`config.mk`:
```
export PLATFORM = sky130hd
export DESIGN_NAME = fifo_rd_stream
export DESIGN_NICKNAME = d
export VERILOG_FILES = /design/src/rtl/fifo_rd_stream.sv
export SDC_FILE = /design/constraint.sdc
export NUM_CORES = 1
export LEC_CHECK = 0
export CAP_MARGIN = 15
export CORE_AREA = 2 2 39 41
export DETAILED_ROUTE_END_ITERATION = 7
export DIE_AREA = 0 0 41 43
export GPL_TIMING_DRIVEN = 1
export PLACE_DENSITY = 0.71
export SLEW_MARGIN = 20
export SYNTH_ARGS = -nofsm -noshare
export SYNTH_HDL_FRONTEND = slang
export SYNTH_SLANG_ARGS = --single-unit
```
`constraint.sdc`:
```
create_clock -name clk -period 6.6 [get_ports clk]
set_clock_uncertainty 0.2 [all_clocks]
set_input_delay 0.66 -clock clk [delete_from_list [all_inputs] [get_ports clk]]
set_output_delay 0.66 -clock clk [all_outputs]
set_load 0.02 [all_outputs]
```
`src/rtl/fifo_rd_stream.sv`:
```
// fifo_rd_stream: pops a registered-read FIFO and re-presents its words as a valid/ready stream.
// Define FIFO_RD_STREAM_STATS_EN to add saturating stat_words / stat_stalls counters.
module fifo_rd_stream #(
  parameter int DATA_WIDTH = 4,
  parameter int BUF_DEPTH  = 2
) (
  input  logic                  clk,
  input  logic                  rst_n,
  output logic                  fifo_rd_en,
  input  logic [DATA_WIDTH-1:0] fifo_rd_data,
  input  logic                  fifo_rd_empty,
  output logic                  m_valid,
  output logic [DATA_WIDTH-1:0] m_data,
  input  logic                  m_ready
`ifdef FIFO_RD_STREAM_STATS_EN
  ,
  output logic [31:0]           stat_words,
  output logic [31:0]           stat_stalls
`endif
);

  generate
    if (BUF_DEPTH != 2) begin : g_bad_depth
      $error("fifo_rd_stream: BUF_DEPTH must be 2");
    end
  endgenerate

  logic [1:0]            r_occ;
  logic                  r_in_flight;
  logic [DATA_WIDTH-1:0] r_buf   [BUF_DEPTH];
  logic [DATA_WIDTH-1:0] w_shift [BUF_DEPTH];
  logic                  w_fire;
  logic [2:0]            w_level;
  logic [1:0]            w_wr_idx;

  assign m_valid  = (r_occ != 2'd0);
  assign m_data   = r_buf[0];
  assign w_fire   = m_valid & m_ready;
  // Words owed to the buffer after this edge: held + arriving - leaving.
  assign w_level  = {1'b0, r_occ} + {2'b00, r_in_flight} - {2'b00, w_fire};
  assign fifo_rd_en = rst_n & ~fifo_rd_empty & (w_level < 3'd2);
  assign w_wr_idx = r_occ - {1'b0, w_fire};

  genvar gi;
  generate
    for (gi = 0; gi < BUF_DEPTH; gi++) begin : g_shift
      if (gi == BUF_DEPTH - 1) begin : g_last
        assign w_shift[gi] = r_buf[gi];
      end else begin : g_mid
        assign w_shift[gi] = r_buf[gi + 1];
      end
    end
  endgenerate

  always_ff @(posedge clk or negedge rst_n) begin
    if (!rst_n) begin
      r_occ       <= 2'd0;
      r_in_flight <= 1'b0;
      for (int i = 0; i < BUF_DEPTH; i++) begin
        r_buf[i] <= '0;
      end
    end else begin
      r_in_flight <= fifo_rd_en;
      r_occ       <= r_occ + {1'b0, r_in_flight} - {1'b0, w_fire};
      // The arriving word lands behind whatever survives this edge's pop.
      for (int i = 0; i < BUF_DEPTH; i++) begin
        if (r_in_flight && (w_wr_idx == 2'(i))) begin
          r_buf[i] <= fifo_rd_data;
        end else if (w_fire) begin
          r_buf[i] <= w_shift[i];
        end
      end
    end
  end

  assert property (@(posedge clk) disable iff (!rst_n)
    ({1'b0, r_occ} + {2'b00, r_in_flight}) <= 3'd2);

`ifdef FIFO_RD_STREAM_STATS_EN
  logic [31:0] r_words;
  logic [31:0] r_stalls;

  always_ff @(posedge clk or negedge rst_n) begin
    if (!rst_n) begin
      r_words  <= 32'd0;
      r_stalls <= 32'd0;
    end else begin
      if (w_fire && (r_words != 32'hFFFF_FFFF)) begin
        r_words <= r_words + 32'd1;
      end
      if (m_valid && !m_ready && (r_stalls != 32'hFFFF_FFFF)) begin
        r_stalls <= r_stalls + 32'd1;
      end
    end
  end

  assign stat_words  = r_words;
  assign stat_stalls = r_stalls;
`endif

endmodule
```
## After elaboration in Yosys (flattened, before gate mapping)

Index checks and enable logic that the tools add are counted.

- Flip-flop bits (word level): 11
- Latch bits: 0
- RAM bits: 0
- Memory bits (read-only): 0
- Input bits: 8
- Output and inout port bits: 6
- Word-level logic and storage cells: 22
- Memories: 0

- Add/sub/neg operators: 5
- Multipliers: 0
- Div/mod/pow operators: 0
- $lt $le $gt $ge: 1
- Equal/unequal tests: 1
- Shift operators: 0
- Mux-type cells: 2
- Bitwise logic cells: 4
- Reduce and logical (&&, ||, !) cells: 5

Operator list:

| cell | count |
|---|---|
| 4-bit two-way mux | 2 |
| 2-bit nonzero test | 2 |
| 2-bit by 1-bit subtractor with 2-bit output | 2 |
| 2-bit by 1-bit adder with 3-bit output | 1 |
| 1-bit bitwise AND | 3 |
| 3-bit by 2-bit less-than comparator with 1-bit output, second input constant | 1 |
| 3-bit by 1-bit subtractor with 3-bit output | 1 |
| 2-bit by 1-bit adder with 2-bit output | 1 |
| 2-bit by 1-bit equality test with 1-bit output, second input constant | 1 |
| 1-bit logical AND | 2 |
| 2-bit logical NOT | 1 |
| 1-bit inverter | 1 |

## Logic depth before layout (Yosys ltp)

- Depth after elaboration: 6
- Gate-level depth with buffers: 7
- Mapped depth without buffers: 7

## Least setup slack after synthesis

Ideal clock, no wire load.

- Kind: input port to output port
- From: input port m_ready
- To: output port fifo_rd_en
- Arrival time: 2.510 ns
- Slack: 3.230 ns
- Stages on the path: 6
- Buffers on the path: 0
- Cell sequence: o21ai_2 > or2_2 > nand2_1 > ha_1 > fa_1 > nor4b_1

- Longest elaborated chain between the ends: 4

RTL lines:

| element | line | RTL |
|---|---|---|
| start, declared | 14 | `input logic m_ready` |
| 1-bit bitwise AND | 38 | `assign w_fire = m_valid & m_ready;` |
| 3-bit by 1-bit subtractor with 3-bit output | 40 | `assign w_level = {1'b0, r_occ} + {2'b00, r_in_flight} - {2'b00, w_fire};` |
| net w_level[1] | 33 | `logic [2:0] w_level;` |
| 3-bit by 2-bit less-than comparator with 1-bit output | 41 | `assign fifo_rd_en = rst_n & ~fifo_rd_empty & (w_level < 3'd2);` |
| 1-bit bitwise AND | 41 |  |
| end, declared | 9 | `output logic fifo_rd_en,` |

The timed path passes the listed nets, and every way through them passes these cells.

## Worst setup path after layout

Ends and elaborated chain as after synthesis.

==> parameters.txt <==
Parameter                              Value

Setup path
  Critical-path cell with the highest stage delay ... sky130_fd_sc_hd__clkdlybuf4s50_1
  Delay contributed by the slowest stage of the critical path ... ~0.68 ns
  Path type of the worst setup path ... in2out
  Type of element capturing the critical path ... output port
  Series of cell instances along the critical path ... clkdlybuf4s50_1 > o21ai_2 > or2_2 > nand2_1 > ha_1 > fa_1 > nor4b_1 > clkdlybuf4s50_1
  Most prevalent standard cell on the critical path ... sky130_fd_sc_hd__clkdlybuf4s50_1
  Required time reported for the critical path endpoint ... 5.74 ns
  Launching point of the worst reg2reg path ... r_occ[1]$_DFF_PN0_
  Cells on worst reg2reg path ... 6
  Max Fanout on Critical Path ... 6
  Category of cells accounting for the largest share of critical-path delay ... buffers and inverters
  WP data arrival ... 3.39 ns
  Buf+Inv Stages, Crit Path ... 2
  Reg2reg setup slack ... about 4.2 ns
  Startpoint types ... input pin
  Endpoint of the worst register-to-register path ... r_in_flight$_DFF_PN0_

Layout
  Number of nets in the finished design ... 66
  Antenna Diode Count ... 0
  Final instance area ... between 700 and 800 um^2
  Fraction of final layout cells with drive strength greater than 1 ... 0.291
  Post-layout instance count excluding filler cells ... slightly above 70
  Util after Layout ... 0.522
  Area Overhead vs Synth ... 25.4%

Synthesis
  Synthesized area per cell ... about 14 um^2
  Share of synthesized registers carrying an async set or reset ... 1.00
  Sequential-to-total area share from yosys stat ... 0.478
  Post-Syn Area ... about 580 um^2
  Count of warnings emitted by yosys ... 0
  Dominant register cell in the synthesized netlist ... sky130_fd_sc_hd__dfrtp_1
  Count of flip-flops with a built-in enable after synthesis ... 0
  Top post-synthesis cells by area ... sky130_fd_sc_hd__dfrtp_1 (48%), sky130_fd_sc_hd__mux2_4 (10%), sky130_fd_sc_hd__mux2_1 (7.8%), sky130_fd_sc_hd__mux2_2 (7.8%), sky130_fd_sc_hd__buf_4 (5.2%)
  Largest area contributor in the synthesized netlist ... sky130_fd_sc_hd__dfrtp_1
  Area fraction of the dominant cell type after synthesis ... 0.478
  Syn nets ... 52
  Count of unique library cells instantiated by Yosys ... 17
  Gate count after technology mapping ... 42
  Flop and latch count out of synthesis ... 11

Clock tree
  Number of setup buffers added after CTS ... 0
  Insertion delay to the later sink of the worst-skew pair ... ~0.26 ns
  CTS Buf Count ... 3
  Level count of the clock H-tree ... 1
  TritonCTS clock tree ... built
  Clk root buf ... sky130_fd_sc_hd__clkbuf_4
  Post-CTS Hold Fix Bufs ... 0
  Bufs on Longest Clock Path ... 2
  Reg clk slew, reported paths ... roughly 0.070 ns
  Post-cts gate resize count ... 0
  Clock sinks ... 11

STA
  Setup repair after global routing missed its margin ... false
  Final-report hold violation count ... 0
  Worst Slack Setup Final ... 2.35 ns
  Fmax ... roughly 0.24 GHz
  Period utilisation layout ... 0.644
  Sum Neg Setup Slack ... 0 ns
  Finish-stage setup viols ... 0
  Pins over their slew limit ... 0
  Slew headroom ... 0.652
  Post-layout min period ... around 4.2 ns
  Actual transition at the worst max-transition pin ... 0.521 ns
  Post-Route Hold Slack ... between 0.3 and 0.4 ns

Detailed routing
  Detailed-route DRC error count ... 0
  Number of vias after detailed routing ... ~350
  Wire length per cell ... approximately 13 um
  Overall routed net length ... about 930 um
  Detailed Routing Iterations Pass 1 ... 4
  Number of DRC markers in iteration 0 ... 3
  Detail Route Antenna Nets ... 0
  Via-per-instance ratio ... around 5

Place
  Instance area after placement ... approximately 700 um^2
  Routability congestion estimate ... 0.700
  I/O Buffers ... 13
  Post-DP HPWL ... a little under 700 um
  Setup WS pre-CTS ... around 2.4 ns
  Post-Place Cells ... 67

GRT
  Number of global-route vias before repair ... about 410
  Global route overflow ... 0
  First-pass GRT wire length ... ~1.6 mm
  Number of antenna violations at the first check in global routing ... 0
  Busiest metal layer after global routing ... met2
  Global-route met3 utilization ... 0.0314
  All-layer global routing usage ... 0.142
  Fraction of met2 tracks used by global routing ... 0.219
  Met1 Use GR ... 0.183
  Maximum number of pins on one net before global-route repair ... 13

Min path
  Beginning of the worst hold path ... r_buf[3]$_DFFE_PN0P_
  Hold Path End ... r_buf[3]$_DFFE_PN0P_
  Hold depth ... 1
  Hold WC Path Type ... reg2reg

Floorplan
  Die Width ... about 41 um
  Area of the core ... about 1400 um^2
  Starting utilization of the core area ... 0.416
  Number of rows created at floorplan ... 14
  Die H ... between 40 and 50 um
  Die outline area ... between 1500 and 2000 um^2
  Top-Level Pins ... 14

Power
  Worst ir drop on vdd ... ~190 uV
  Static leakage ... approximately 0.33 nW
  Power density over cell area ... 442 nW/um^2
  Overall power of the completed layout ... 0.319 mW

Run
  Max-capacitance violation count ... 0

Status
  Status ... completed
[per-layer routing]
metal  vias up  wire length (um)  part of all wire
li1        169                 -                 -
met1       168               426              0.46
met2        11               443              0.48
met3         0                58             0.063
met4         0                 0                 0
met5         -                 0                 0
[state kept, by name (all words and copies together) (netlist names)]
register / flops
r_in_flight: 1
m_data: 4
r_occ: 2
r_buf: 4
[where the power goes]
part           switching [mW]  internal, mW  leakage, nW
sequential             0.0224        0.0978        0.140
clock                  0.0223        0.0233       0.0150
combinational          0.0634        0.0896        0.178
total                   0.108         0.211        0.333
[how the worst max path moves through the flow]
stage,from,to,cells after the start
after CTS,m_ready,fifo_rd_en,8
after detailed placement,m_ready,fifo_rd_en,8
after floorplan,m_ready,fifo_rd_en,6
after global placement,m_ready,fifo_rd_en,8
final,m_ready,fifo_rd_en,8
after global routing,m_ready,fifo_rd_en,8
[synthesized netlist by cell type, drive strengths merged, types with 2 or more instances]
master  number
buf          4
dfrtp       11
mux2        12
nand2        2
o21ai        2
or2          2
[cell type report]
| class | count | area (um^2) |
|---|---|---|
| Fill cell | 130 | 662 |
| Inverter | 1 | 3.75 |
| Timing Repair Buffer | 13 | 130 |
| Sequential cell | 11 | 275 |
| Multi-Input combinational cell | 26 | 267 |
| Tap cell | 16 | 20.0 |
| Clock buffer | 4 | 26.3 |
[kinds of logic (layout without fill, tap and decap cells)]
kind of cell | after synthesis | count (layout) | share of synthesized area
buffers and inverters | 5 | 18 | 0.0587
adder cells (fa/ha/maj) | 2 | 2 | 0.0565
AND/OR/NAND/NOR | 9 | 9 | 0.100
AO/OA/AOI/OAI | 2 | 2 | 0.0304
XOR/XNOR | 1 | 1 | 0.0152
multiplexers | 12 | 12 | 0.261
flip-flops | 11 | 11 | 0.478
[cell usage in the layout (no fill, tap or decap)]
| master | Yosys | layout |
|---|---|---|
| sky130_fd_sc_hd__nand2_1 | 2 | 2 |
| sky130_fd_sc_hd__dfrtp_1 | 11 | 11 |
| sky130_fd_sc_hd__xnor2_1 | 1 | 1 |
| sky130_fd_sc_hd__inv_1 | 1 | 1 |
| sky130_fd_sc_hd__or2_2 | 2 | 2 |
| sky130_fd_sc_hd__ha_1 | 1 | 1 |
| sky130_fd_sc_hd__mux2_2 | 4 | 4 |
| sky130_fd_sc_hd__nand3_1 | 1 | 1 |
| sky130_fd_sc_hd__clkbuf_4 | 0 | 3 |
| sky130_fd_sc_hd__clkdlybuf4s50_1 | 0 | 13 |
| sky130_fd_sc_hd__o21ai_2 | 2 | 2 |
| sky130_fd_sc_hd__mux2_1 | 4 | 4 |
| sky130_fd_sc_hd__nor4b_1 | 1 | 1 |
| sky130_fd_sc_hd__mux2_4 | 4 | 4 |
| sky130_fd_sc_hd__nor3b_1 | 1 | 1 |
| sky130_fd_sc_hd__fa_1 | 1 | 1 |
| sky130_fd_sc_hd__clkbuf_1 | 0 | 1 |
| sky130_fd_sc_hd__nand2b_1 | 1 | 1 |
| sky130_fd_sc_hd__and3b_2 | 1 | 1 |
No activity file was read; power rests on OpenSTA's default activity.
